===== config.mk =====
export PLATFORM = sky130hd
export DESIGN_NAME = motor_duty_ramp
export DESIGN_NICKNAME = d
export VERILOG_FILES = /design/src/rtl/motor_duty_ramp.sv
export SDC_FILE = /design/constraint.sdc
export NUM_CORES = 1
export LEC_CHECK = 0
export BUFFER_PORTS_ARGS = -buffer_cell sky130_fd_sc_hd__buf_4
export CAP_MARGIN = 20
export CORE_MARGIN = 5
export CORE_UTILIZATION = 60
export CTS_BUF_LIST = sky130_fd_sc_hd__clkbuf_4 sky130_fd_sc_hd__clkbuf_8
export CTS_CLUSTER_SIZE = 25
export DETAILED_ROUTE_END_ITERATION = 7
export PLACE_DENSITY = 0.8
export REMOVE_ABC_BUFFERS = 1
export SLEW_MARGIN = 20
export SYNTH_ARGS = -nofsm -noshare
export SYNTH_HDL_FRONTEND = slang
export SYNTH_SLANG_ARGS = --single-unit

===== constraint.sdc =====
create_clock -name CLOCK_50 -period 7.05 [get_ports CLOCK_50]
set_input_delay 1.41 -clock CLOCK_50 [delete_from_list [all_inputs] [get_ports CLOCK_50]]
set_output_delay 1.41 -clock CLOCK_50 [all_outputs]
set_load 0.02 [all_outputs]

===== src/rtl/motor_duty_ramp.sv =====
// rtl/motor_duty_ramp.sv - soft-start/soft-reverse duty ramp ahead of the motor PWM controller
// Reversals always ramp duty to zero before the direction bit is allowed to change.
module motor_duty_ramp #(
   parameter int PERIOD   = 2777,
   parameter int WIDTH    = 12,
   parameter int STEP     = 16,
   parameter int TICK_DIV = 5000
) (
   input  logic             CLOCK_50,
   input  logic             RESET_N,
   input  logic             cmd_valid,
   output logic             cmd_ready,
   input  logic             cmd_dir,
   input  logic [WIDTH-1:0] cmd_duty,
   input  logic             estop,
   output logic [WIDTH-1:0] period,
   output logic [WIDTH-1:0] duty_period,
   output logic             dir,
   output logic             enable,
   output logic             at_target
);

   localparam int               CW        = (TICK_DIV > 1) ? $clog2(TICK_DIV) : 1;
   localparam logic [CW-1:0]    TICK_LAST = CW'(TICK_DIV - 1);
   localparam logic [WIDTH-1:0] PERIOD_W  = WIDTH'(PERIOD);
   localparam logic [WIDTH:0]   STEP_X    = (WIDTH + 1)'(STEP);

   typedef enum logic [1:0] {
      S_IDLE,
      S_RAMP,
      S_REVERSE,
      S_ESTOP
   } state_t;

   state_t           state_q, state_d;
   logic [CW-1:0]    tick_cnt_q, tick_cnt_d;
   logic [WIDTH-1:0] duty_q, duty_d;
   logic             dir_q, dir_d;
   logic [WIDTH-1:0] tgt_duty_q, tgt_duty_d;
   logic             tgt_dir_q, tgt_dir_d;
   logic             enable_q, enable_d;

   logic             tick;
   logic             accept;
   logic [WIDTH-1:0] cmd_duty_clamped;
   logic [WIDTH:0]   diff;
   logic [WIDTH:0]   mag;
   logic [WIDTH-1:0] ramp_amt;
   logic [WIDTH-1:0] ramp_next;
   logic [WIDTH-1:0] down_amt;

   assign cmd_ready   = (state_q != S_ESTOP);
   assign at_target   = (state_q == S_IDLE);
   assign period      = PERIOD_W;
   assign duty_period = duty_q;
   assign dir         = dir_q;
   assign enable      = enable_q;

   always_comb begin
      tick             = (tick_cnt_q == TICK_LAST);
      tick_cnt_d       = tick ? '0 : tick_cnt_q + CW'(1);
      accept           = cmd_valid && cmd_ready;
      cmd_duty_clamped = (cmd_duty > PERIOD_W) ? PERIOD_W : cmd_duty;

      // Signed distance to target at one extra bit so both directions share one magnitude path.
      diff      = {1'b0, tgt_duty_q} - {1'b0, duty_q};
      mag       = diff[WIDTH] ? (~diff + 1'b1) : diff;
      ramp_amt  = (mag > STEP_X) ? STEP_X[WIDTH-1:0] : mag[WIDTH-1:0];
      ramp_next = diff[WIDTH] ? (duty_q - ramp_amt) : (duty_q + ramp_amt);
      down_amt  = ({1'b0, duty_q} > STEP_X) ? STEP_X[WIDTH-1:0] : duty_q;

      state_d    = state_q;
      duty_d     = duty_q;
      dir_d      = dir_q;
      tgt_duty_d = tgt_duty_q;
      tgt_dir_d  = tgt_dir_q;

      if (estop) begin
         state_d    = S_ESTOP;
         duty_d     = '0;
         tgt_duty_d = '0;
      end else begin
         case (state_q)
            S_IDLE: ;
            S_RAMP: begin
               if (tick) begin
                  duty_d = ramp_next;
                  if (ramp_next == tgt_duty_q) state_d = S_IDLE;
               end
            end
            S_REVERSE: begin
               if (duty_q == '0) begin
                  dir_d   = tgt_dir_q;
                  state_d = (tgt_duty_q == '0) ? S_IDLE : S_RAMP;
               end else if (tick) begin
                  duty_d = duty_q - down_amt;
               end
            end
            S_ESTOP: state_d = S_IDLE;
            default: state_d = S_IDLE;
         endcase

         // A command on a tick edge is judged against the post-step duty/dir, so the step used the old target.
         if (accept) begin
            tgt_dir_d  = cmd_dir;
            tgt_duty_d = cmd_duty_clamped;
            if (cmd_dir != dir_d) begin
               if (duty_d != '0) begin
                  state_d = S_REVERSE;
               end else begin
                  dir_d   = cmd_dir;
                  state_d = (cmd_duty_clamped == '0) ? S_IDLE : S_RAMP;
               end
            end else begin
               state_d = (cmd_duty_clamped == duty_d) ? S_IDLE : S_RAMP;
            end
         end
      end

      enable_d = (duty_d != '0);
   end

   always_ff @(posedge CLOCK_50 or negedge RESET_N) begin
      if (!RESET_N) begin
         state_q    <= S_IDLE;
         tick_cnt_q <= '0;
         duty_q     <= '0;
         dir_q      <= 1'b0;
         tgt_duty_q <= '0;
         tgt_dir_q  <= 1'b0;
         enable_q   <= 1'b0;
      end else begin
         state_q    <= state_d;
         tick_cnt_q <= tick_cnt_d;
         duty_q     <= duty_d;
         dir_q      <= dir_d;
         tgt_duty_q <= tgt_duty_d;
         tgt_dir_q  <= tgt_dir_d;
         enable_q   <= enable_d;
      end
   end

endmodule


==> results of run 1 <==
-- worst paths after layout --
kind / startpoint / slack [ns] / to / depth (start not counted)
max: duty_period[0]$_DFF_PN0_ / 0.08 / state_q[1]$_DFFE_PN0P_ / 28
min: tick_cnt_q[0]$_DFF_PN0_ / 0.47 / tick_cnt_q[0]$_DFF_PN0_ / 1
max reg2reg: duty_period[0]$_DFF_PN0_ / 0.08 / state_q[1]$_DFFE_PN0P_ / 28
min reg2reg: tick_cnt_q[0]$_DFF_PN0_ / 0.47 / tick_cnt_q[0]$_DFF_PN0_ / 1
max in group asynchronous: RESET_N / 5.56 / duty_period[1]$_DFF_PN0_ / 1
min in group asynchronous: RESET_N / 1.08 / dir$_DFFE_PN0N_ / 1
-- per-layer routing --
layer	wire length, um	vias up	part of all wire
met4	679	0	0.041
li1	-	2410	-
met5	0	-	0
met3	1670	68	0.10
met1	6640	2502	0.40
met2	7510	342	0.46
-- sequential cells by signal, summed over array words and instances, names as in the netlist --
register	flops
state_q	2
duty_period	12
tgt_dir_q	1
tick_cnt_q	13
dir	1
enable	1
tgt_duty_q	12
-- power by group through the flow --
stage / sequential (mW) / clock [mW] / combinational, mW
after global routing: 0.295 / 0.184 / 1.27
final: 0.293 / 0.174 / 1.19
after CTS: 0.292 / 0.175 / 1.06
after global placement: 0.296 / 0 / 1.03
after floorplan: 0.290 / 0 / 0.763
after detailed placement: 0.297 / 0 / 1.05
-- final cells by class --
type                            count  area, um^2
Multi-Input combinational cell    540        3760
Timing Repair Buffer               55         413
Inverter                           29         109
Clock buffer                        5        68.8
Tap cell                          105         131
Sequential cell                    42        1050
Fill cell                         686        2540
Clock inverter                      3        23.8
-- cells by family after synthesis --
group           count (synthesis)  share of synthesized area
compound gates                169                      0.240
xor+xnor                       49                     0.0892
fa+ha+maj                      32                     0.0848
buf+inv                        63                     0.0600
flops                          42                      0.215
mux                             9                     0.0215
other cells                     2                    0.00153
simple gates                  268                      0.288
-- synth_stat cells (5+ instances only) --
master	number
a211oi_1	15
a21o_1	9
a21oi_1	43
a31oi_1	6
a32oi_1	5
and2_1	8
and4_1	6
buf_4	12
clkbuf_1	16
dfrtp_1	42
ha_1	30
inv_1	29
mux2i_1	6
nand2_1	52
nand2b_1	6
nand3_1	24
nand4_1	15
nor2_1	70
nor2b_1	6
nor3_1	23
nor4_1	18
nor4b_1	7
o211ai_1	7
o21a_1	11
o21ai_0	19
o22ai_1	5
or4_1	5
xnor2_1	30
xor2_1	18
-- worst max-delay path, delay by kind of cell (launching register included) --
family,cells,cell delay (ns)
fa+ha+maj,4,1.21
mux,1,0.16
flops,1,0.44
xor+xnor,4,0.92
compound gates,7,1.72
buf+inv,1,0.07
simple gates,11,2.29
-- repair_timing --
item / in CTS / in global routing
endpoints found under the setup margin: 2 / 5
resized for setup: 2 / 27
setup buffers: 0 / 3
pin swaps: 0 / 4
-- through the flow --
step | setup WS (ns) | setup TNS, ns | std cells | area [um^2]
6_report | 0.0753 | 0 | 779 | 5560
5_1_grt | -0.104 | -0.216 | 779 | 5560
4_1_cts | 0.0882 | 0 | 776 | 5380
3_5_place_dp | -0.0438 | -0.0438 | 768 | 5280
3_3_place_gp | 0.315 | 0 | 768 | 5280
2_1_floorplan | 0.576 | 0 | 611 | 4750
==> results.py, run 1 <==
metrics = {
    "timing": {
        "setup_violations": 0,
        "worst_pin_slew_ns": 0.841,
        "relSlewSlack": 0.434,
        "skew_ns": 0.0130,
        "finalCritPeriodShare": 0.989,
        "fmax_mhz": 143,
        "maxSlewViolCount": 0,
        "fin_crit_ns": 6.97,
        "timing.hold.ws_ns": 0.472,
        "hold_viol_final": 0,
    },
    "global_routing": {
        "grt_first_pass_wirelength_mm": 25.6,
        "grt.met2_usage": 0.505,
        "grt_pass1_vias": 4877,
        "grt_max_degree": 43,
        "grt_util_met3": 0.0424,
        "grt-ovfl-total": 0,
        "track_usage": 0.320,
        "top_usage_layer": "met2",
        "antenna_found_initial": 0,
        "grtUsageMet1": 0.444,
    },
    "drt": {
        "first_iter_violations": 533,
        "routed_wl_mm": 16.5,
        "wl_per_cell_um": 21.2,
        "drc": 0,
        "ant_nets": 0,
        "viasPerCell": 6.83,
        "firstDrtPassIters": 6,
        "vias": 5322,
    },
    "die": {
        "core-area_um2": 8090,
        "initial_core_util": 0.605,
        "num_io_pins": 45,
        "die_h_um": 100,
        "fp.dieW_um": 100,
        "dieArea_um2": 10100,
        "std_cell_rows": 33,
    },
    "worst_setup_path": {
        "cp_slowest_cell": "o21ai_0",
        "crit_path_start_kind": "register",
        "cpPeakStageDelay_ns": 0.46,
        "end_kind": "register",
        "critical_path_required_ns": 7.22,
        "criticalPathCategory": "reg2reg",
        "path_max_fanout": 5,
        "critPathArrivalTime_ns": 7.15,
    },
    "final_layout": {
        "finalNetCount": 722,
        "mostFrequentLayoutCells": "69 x nor2_1, 55 x buf_4, 52 x nand2_1, 41 x dfrtp_1, 40 x a21oi_1",
        "drive_gt1_frac": 0.165,
        "syn_to_final_growth_pct": 13.5,
        "n_antenna_cell": 0,
        "utilization": 0.687,
        "layout_commonest_cell": "nor2_1",
    },
    "cts": {
        "tritoncts.num_buffers": 5,
        "clkLatencyLatePin_ns": 0.32,
        "clockBufferDepth": 2,
        "cts.htree.levels": 2,
        "root_buffer": "clkbuf_8",
        "cts.sinks": 42,
        "cts_tree": "yes",
        "hold_buffers": 0,
        "clk_pin_slew_ns": 0.10,
    },
    "synthesis": {
        "synth.distinct_cells": 81,
        "syn_area_um2": 4900,
        "avgSynthCellArea_um2": 7.72,
        "synth_ff_type": "dfrtp_1",
        "async_flop_share": 1.00,
        "synth_warnings": 0,
        "synthTopCellsByArea": "dfrtp_1 21%, ha_1 7.7%, nor2_1 5.4%",
        "synth_largest_area_cell": "dfrtp_1",
        "ys_ff_latch": 42,
        "synth-seq-area-share": 0.215,
        "synth_top_area_frac": 0.215,
        "synth_edf_count": 0,
        "syn_inst": 634,
    },
    "placed_design": {
        "io_buffer_count": 32,
        "place.gp.congestion": 1.01,
        "dpl.hpwl_mm": 12.5,
    },
    "power": {
        "internal_power_uw": 779,
        "power_mw": 1.66,
        "combPwrFrac": 0.718,
        "clkPwrFrac": 0.105,
        "powerDensity_nw_per_um2": 299,
        "seqPwrFrac": 0.177,
        "max-vdd-ir-drop_mv": 0.138,
        "p_leak_nw": 2.42,
        "sw_frac_of_total": 0.530,
        "power.switching_uw": 879,
    },
    "worst_hold_path": {
        "holdCritPathClass": "reg2reg",
    },
    "status": {
        "status": "finished clean",
    },
    "flow_run": {
        "drv_cap": 0,
    },
}
No activity file was read; power rests on OpenSTA's default activity.
==> run 2: changes to the inputs <==
GPL_TIMING_DRIVEN = 0   (was not set)
==> results.py, run 2 (same netlist as run 1, synthesis figures left out) <==
metrics = {
    "cts": {
        "cts.htree.levels": 2,
        "tritoncts.num_buffers": 5,
        "clockBufferDepth": 2,
        "cts.sinks": 42,
        "clkLatencyLatePin_ns": 0.31,
        "root_buffer": "clkbuf_8",
        "hold_buffers": 0,
        "clk_pin_slew_ns": 0.09,
        "cts_tree": "yes",
    },
    "placed_design": {
        "dpl-instance-area_um2": 5130,
        "dpl.hpwl_mm": 12.2,
        "place.gp.congestion": 1.02,
        "dp_slack_ns": -1.05,
        "dp.cells": 748,
        "io_buffer_count": 32,
    },
    "power": {
        "combPwrFrac": 0.713,
        "sw_frac_of_total": 0.508,
        "seqPwrFrac": 0.168,
        "p_leak_nw": 2.46,
        "power.switching_uw": 891,
        "clkPwrFrac": 0.119,
        "powerDensity_nw_per_um2": 306,
        "max-vdd-ir-drop_mv": 0.195,
        "internal_power_uw": 862,
    },
    "die": {
        "fp.dieW_um": 100,
        "initial_core_util": 0.605,
        "core-area_um2": 8090,
        "num_io_pins": 45,
        "dieArea_um2": 10100,
        "std_cell_rows": 33,
        "die_h_um": 100,
    },
    "final_layout": {
        "n_antenna_cell": 0,
        "utilization": 0.708,
        "fin_cells": 784,
        "design_area_um2": 5730,
        "syn_to_final_growth_pct": 16.9,
        "finalNetCount": 727,
        "mostFrequentLayoutCells": "69 x nor2_1, 60 x buf_4, 52 x nand2_1, 37 x a21oi_1, 33 x dfrtp_1",
        "largest_register": "tick_cnt_q",
        "drive_gt1_frac": 0.202,
        "fillers": 652,
        "layout_commonest_cell": "nor2_1",
        "largest_reg_flops": 13,
    },
    "flow_run": {
        "drv_cap": 0,
    },
    "timing": {
        "setup_violations": 0,
        "maxSlewViolCount": 0,
        "relSlewSlack": 0.433,
        "hold_viol_final": 0,
        "finalCritPeriodShare": 0.983,
        "skew_ns": 0.0116,
        "fin_crit_ns": 6.93,
        "fmax_mhz": 144,
        "worst_pin_slew_ns": 0.845,
        "timing.hold.ws_ns": 0.466,
        "setup_ws_ns": 0.116,
    },
    "status": {
        "status": "finished clean",
    },
    "worst_setup_path": {
        "criticalPathCategory": "reg2reg",
        "end_kind": "register",
        "worstRegToRegCells": 30,
        "critPathArrivalTime_ns": 7.12,
        "critical_path_required_ns": 7.24,
        "r2r_end": "state_q[0]$_DFFE_PN0P_",
        "cp_slowest_cell": "dfrtp_1",
        "path_max_fanout": 9,
        "rr_startpoint": "duty_period[6]$_DFF_PN0_",
        "r2r_setup_slack_ns": 0.12,
        "crit_path_start_kind": "register",
        "cpMostUsedCell": "ha_1",
        "cpPeakStageDelay_ns": 0.55,
    },
    "global_routing": {
        "grt_pass1_vias": 5043,
        "antenna_found_initial": 0,
        "grt_max_degree": 43,
        "grt_first_pass_wirelength_mm": 25.9,
        "grt-ovfl-total": 0,
        "track_usage": 0.323,
    },
    "drt": {
        "wl_per_cell_um": 21.5,
        "ant_nets": 0,
        "routed_wl_mm": 16.9,
        "drc": 0,
        "firstDrtPassIters": 8,
        "vias": 5396,
        "viasPerCell": 6.88,
        "first_iter_violations": 394,
    },
    "worst_hold_path": {
        "whs_endpoint": "tick_cnt_q[0]$_DFF_PN0_",
        "whs_path_depth": 1,
        "holdCritPathClass": "reg2reg",
        "min_from": "tick_cnt_q[0]$_DFF_PN0_",
    },
}
[run 2: changes by cell type in the layout (fill, tap and decap cells not counted), sizes merged]
cell / before / now
clkinvlp: 2 / 1
buf: 55 / 60
bufinv: 0 / 1
[run 2: worst max-delay path: cells and delay by family (launching register included)]
| family | cells | cell delay, ns |
|---|---|---|
| buffers and inverters | 3 | 0.37 |
| adder cells (fa/ha/maj) | 3 | 1.01 |
| multiplexers | 2 | 0.54 |
| AND/OR/NAND/NOR | 12 | 2.64 |
| AO/OA/AOI/OAI | 9 | 1.56 |
| XOR/XNOR | 1 | 0.14 |
| flip-flops | 1 | 0.55 |
[run 2: what timing repair did]
action,in CTS,in global routing
endpoints found under the setup margin,6,5
endpoints found under the hold margin,0,0
resized for setup,23,35
buffers inserted,4,24
pin swaps,6,12
[run 2: final cells by class]
type                            instances  area [um^2]  area share
Clock buffer                            5         68.8      0.0120
Tap cell                              105          131      0.0229
Sequential cell                        42         1060       0.185
Inverter                               29          109      0.0190
Timing Repair Buffer                   60          450      0.0787
Clock inverter                          3         48.8     0.00852
Multi-Input combinational cell        540         3860       0.673
[run 2: routing by layer]
metal / vias up / GRT usage / share of wire
met5: - / 0 / 0
met4: 0 / 0.148 / 0.047
met3: 81 / 0.0507 / 0.095
met2: 345 / 0.503 / 0.46
met1: 2543 / 0.440 / 0.40
li1: 2427 / - / -
[run 2: worst max-delay path by stage]
stage | startpoint | to
2_1_floorplan | duty_period[7]$_DFF_PN0_ | state_q[0]$_DFFE_PN0P_
3_5_place_dp | duty_period[7]$_DFF_PN0_ | state_q[0]$_DFFE_PN0P_
6_report | duty_period[6]$_DFF_PN0_ | state_q[0]$_DFFE_PN0P_
5_1_grt | duty_period[6]$_DFF_PN0_ | state_q[0]$_DFFE_PN0P_
4_1_cts | duty_period[0]$_DFF_PN0_ | state_q[0]$_DFFE_PN0P_
3_3_place_gp | duty_period[7]$_DFF_PN0_ | state_q[0]$_DFFE_PN0P_
[run 2: metrics by stage]
| step | power (mW) | TNS, ns |
|---|---|---|
| after floorplan | 1.05 | 0 |
| after global placement | 1.27 | -2.76 |
| after detailed placement | 1.30 | -3.72 |
| after CTS | 1.55 | 0 |
| after global routing | 1.85 | -0.147 |
| final | 1.75 | 0 |
[run 2: power by group through the flow]
| stage | Clock (mW) | Sequential [mW] | Combinational, mW |
|---|---|---|---|
| 2_1_floorplan | 0 | 0.290 | 0.763 |
| 6_report | 0.209 | 0.294 | 1.25 |
| 4_1_cts | 0.207 | 0.293 | 1.05 |
| 5_1_grt | 0.220 | 0.296 | 1.34 |
| 3_5_place_dp | 0 | 0.297 | 1.00 |
| 3_3_place_gp | 0 | 0.297 | 0.971 |
